## src/rtl/pipo_shift_register.sv

```systemverilog
// Parallel-in/parallel-out register chain of DEPTH stages with synchronous active-low reset.
// Optional stall control: define PIPO_LOAD_EN to add the Load_En port.
module pipo_shift_register #(
  parameter int DATA_WIDTH = 8,
  parameter int DEPTH      = 1
) (
  input  logic                  Clk_In,
  input  logic                  Reset_In,
`ifdef PIPO_LOAD_EN
  input  logic                  Load_En,
`endif
  input  logic [DATA_WIDTH-1:0] Parallel_Data_In,
  output logic [DATA_WIDTH-1:0] Parallel_Data_Out
);

  logic                  advance;
  logic [DATA_WIDTH-1:0] stage_reg [DEPTH];

`ifdef PIPO_LOAD_EN
  assign advance = Load_En;
`else
  assign advance = 1'b1;
`endif

  // The whole chain moves or holds together, so a stall never splits a word.
  always_ff @(posedge Clk_In) begin
    if (!Reset_In) begin
      for (int i = 0; i < DEPTH; i++) begin
        stage_reg[i] <= '0;
      end
    end else if (advance) begin
      stage_reg[0] <= Parallel_Data_In;
      for (int i = 1; i < DEPTH; i++) begin
        stage_reg[i] <= stage_reg[i-1];
      end
    end
  end

  assign Parallel_Data_Out = stage_reg[DEPTH-1];

endmodule

```

## config.mk

```make
export PLATFORM = sky130hd
export DESIGN_NAME = pipo_shift_register
export DESIGN_NICKNAME = d
export VERILOG_FILES = /design/src/rtl/pipo_shift_register.sv
export SDC_FILE = /design/constraint.sdc
export NUM_CORES = 1
export LEC_CHECK = 0
export CELL_PAD_IN_SITES_DETAIL_PLACEMENT = 2
export CELL_PAD_IN_SITES_GLOBAL_PLACEMENT = 2
export CORE_UTILIZATION = 16
export DETAILED_ROUTE_END_ITERATION = 8
export HOLD_SLACK_MARGIN = 0.08
export PLACE_DENSITY = 0.71
export SYNTH_ARGS = -nofsm -noshare
export SYNTH_HDL_FRONTEND = slang
export SYNTH_SLANG_ARGS = --single-unit
```

## constraint.sdc

```tcl
create_clock -name Clk_In -period 0.8 [get_ports Clk_In]
set_input_delay 0.08 -clock Clk_In [delete_from_list [all_inputs] [get_ports Clk_In]]
set_output_delay 0.08 -clock Clk_In [all_outputs]
set_load 0.01 [all_outputs]
```

# After elaboration in Yosys (flattened, before gate mapping)
# Memory sizes are Yosys's and may differ from the RTL's.
# Index checks and enable logic that the tools add are counted.
# word_totals
elab_cells	7
reg_bits	0
output_inout_bits	8
n_memories	1
in_bits	10
ram_bits	8
# op_classes
n_reduce_logical	1
n_mux	5
# memory_table
name	words	word_bits	read_ports	rd_clocked_by_memory_dff	write_ports	line_no	text
stage_reg	1	8	1	0	1	17	logic [DATA_WIDTH-1:0] stage_reg [DEPTH];
# ops
cell	count
8-bit two-way mux	1
8-bit OR reduction	1
1-bit two-way mux	4

# Depth between registers and ports, before layout
# logic_depth
ltp_word	4
ltp_mapped	1
depth_no_buf	1

# Worst setup path before layout
# No wires, ideal clock.
# synth_timing
path_kind	register -> output
startpoint	memory stage_reg[0][0]
endpoint	output port Parallel_Data_Out[0]
arrival_ps	331
setup_slack_ps	389
stages_incl_launch_ff	1
cell_sequence	dfxtp_1
# synth_via
elab_chain_len	1
# synth_lines
item	line_no	text
from (decl)	17	
memory 1 x 8 bit	-	
to (decl)	13	output logic [DATA_WIDTH-1:0] Parallel_Data_Out
# No other way between the ends.

# Worst setup path after layout
# layout_timing
startpoint	memory stage_reg[0][5]
endpoint	output port Parallel_Data_Out[5]
# The elaborated chain is that of the path after synthesis.

==> results.ini <==
[clocking]
root_buffer_master = sky130_fd_sc_hd__clkbuf_4
clk_pin_slew_worst_paths_ps = 60
cts.repair_timing.setup_buffer_count = 0
clkSinkCount = 8
htree_levels = 1
tritoncts = built
max_buffers_root_to_sink = 2
postCtsHoldBufs = 0
cts_inserted_buffers = 3

[timing]
tightestPinTransition_ps = 209
drv_slew = 0
unrepaired_setup_endpoints_after_global_routing = false
timing.final.hold_violations = 0
period_share_pct = 96.1
finalWorstPathRequiredPeriod_ps = 769
timing.final.setup_violations = 0
achievable_clock_frequency_ghz = 1.30
maxSlewHeadroom_pct = 86.0

[drt]
drt_pre_antenna_iters = 1
route.final.wire_length_um = 626
route.vias.total = 187
vias_per_cell = 3.74
number_of_drc_violations_after_detailed_routing = 0
wl_per_cell_um = 12.5
first_iter_violations = 0
antenna_violating_nets_post_route = 0

[floorplan]
die_w_um = 38.2
floorplan.die_area_um2 = 1460
io_pins = 18
starting_density_of_the_core_pct = 18.2
fp-row-count = 12
floorplan.core_area_um2 = 1160
die_height_um = 38.2

[pwr]
p_leak_uw = 0.000178
total_power_uw = 833
vdd_drop_max_mv = 0.792
p_per_area_nw_per_um2 = 2110

[logic_synthesis]
synth_area_per_cell_um2 = 13.1
synth_largest_area_cell = sky130_fd_sc_hd__dfxtp_1
syn_area_um2 = 210
seq_cells_post_synth = 8
syn-instance-count = 16
synth_top_area_share_pct = 76.2
post_synth_num_cell_types = 2
synth_area_leaders = sky130_fd_sc_hd__dfxtp_1 (76%), sky130_fd_sc_hd__and2_1 (24%)
synth-seq-area-share_pct = 76.2
synth.net_count = 26
synth-warning-count = 0

[critical_path]
slowest_stage = sky130_fd_sc_hd__dfxtp_2
critPathBufInv = 1
timing.critical_path.from = stage_reg[0][5]
setup.worst_path.end_class = primary output
timing.setup.critical_path_class = flop to primary output
crit_required_ps = 720
cp_data_arrival_time_ps = 690
worst_setup_path_start_kind = flop
worstPathMaxFanout = 1
critical_path.max_stage_delay_ps = 320
critical_path_cell_count = 1
path_cells = buf_6
critPathTopFamily = flip-flops

[finish]
final_cell_mix = sky130_fd_sc_hd__clkdlybuf4s50_1 (9), sky130_fd_sc_hd__and2_1 (8), sky130_fd_sc_hd__buf_2 (6), sky130_fd_sc_hd__dfxtp_1 (6), sky130_fd_sc_hd__clkbuf_4 (3)
layout-drive-gt1-share_pct = 36.1
layout.cells.most_common = sky130_fd_sc_hd__clkdlybuf4s50_1
insertedDiodeCount = 0
area.growth.synth_to_final_pct = 88.1
largest_reg_flops = 8
final_cell_count_no_fill = 50
num-nets-final = 48
postLayoutCoreUtil_pct = 34.2

[flow_run]
max-cap-violations = 0

[placed_design]
globalplace.congestion = 0.602
placed_cells = 47
place_hpwl_um = 484
port-buffer-count = 17

[global_route]
grt.overflow.total = 0
global_route_usage_over_all_layers_pct = 11.3
grt_first_pass_wirelength_um = 945
grt_max_degree = 9
grt_antenna_before_repair = 0
vias_in_the_first_global_route = 218

[hold_path]
hold_start = Parallel_Data_In[6]
hold_end = stage_reg[0][6]
hold_path_depth = 2
hold_class = input port to flop

[run_status]
run_status = finished clean

-- what timing repair did --
action / 4_1_cts / 5_1_grt
gates cloned: 0 / 0
gates resized for setup: 33 / 3
endpoints found under the hold margin: 0 / 0
setup endpoints to repair: 8 / 2
-- layer usage --
layer / routed length (um) / vias to the layer above / GRT usage [%]
met3: 71 / 2 / 5.81
met1: 208 / 81 / 7.58
met5: 0 / - / 0
met4: 7 / 0 / 10.7
met2: 339 / 15 / 20.8
li1: - / 89 / -
-- logic make-up after synthesis --
logic type,count (synthesis),share of synthesized area (%)
flip-flops,8,76.2
AND/OR/NAND/NOR,8,23.8
-- layout make-up --
type,count,area (um^2)
clock buffer,3,22.5
fill,126,761
multi-input combinational,8,50.0
sequential,8,163
tap,14,17.5
timing repair buffer,17,143
-- synthesized netlist by cell type (all sizes together) --
cell type	n
dfxtp	8
and2	8
-- worst max path at each step --
| stage | to |
|---|---|
| floorplan | Parallel_Data_Out[0] |
| global placement | stage_reg[0][6] |
| detailed placement | Parallel_Data_Out[5] |
| CTS | Parallel_Data_Out[1] |
| global route | Parallel_Data_Out[4] |
| finish | Parallel_Data_Out[5] |
-- where the power goes --
group	total, uW	internal [uW]	switching, uW
Sequential	429	421	7.43
Clock	305	171	134
Combinational	99.5	67.4	32.1
Total	833	660	173
-- per-stage QoR --
stage | cell area, um^2 | setup slack [ps] | hold WS [ps] | setup TNS, ps
after global placement | 398 | -106 | 657 | -1420
after floorplan | 210 | 389 | 202 | 0
after CTS | 382 | 2.10 | 393 | 0
after global routing | 395 | 1.36 | 407 | 0
final | 395 | 30.9 | 397 | 0
after detailed placement | 398 | -139 | 655 | -1750
Power figures use the tool's default switching activity.
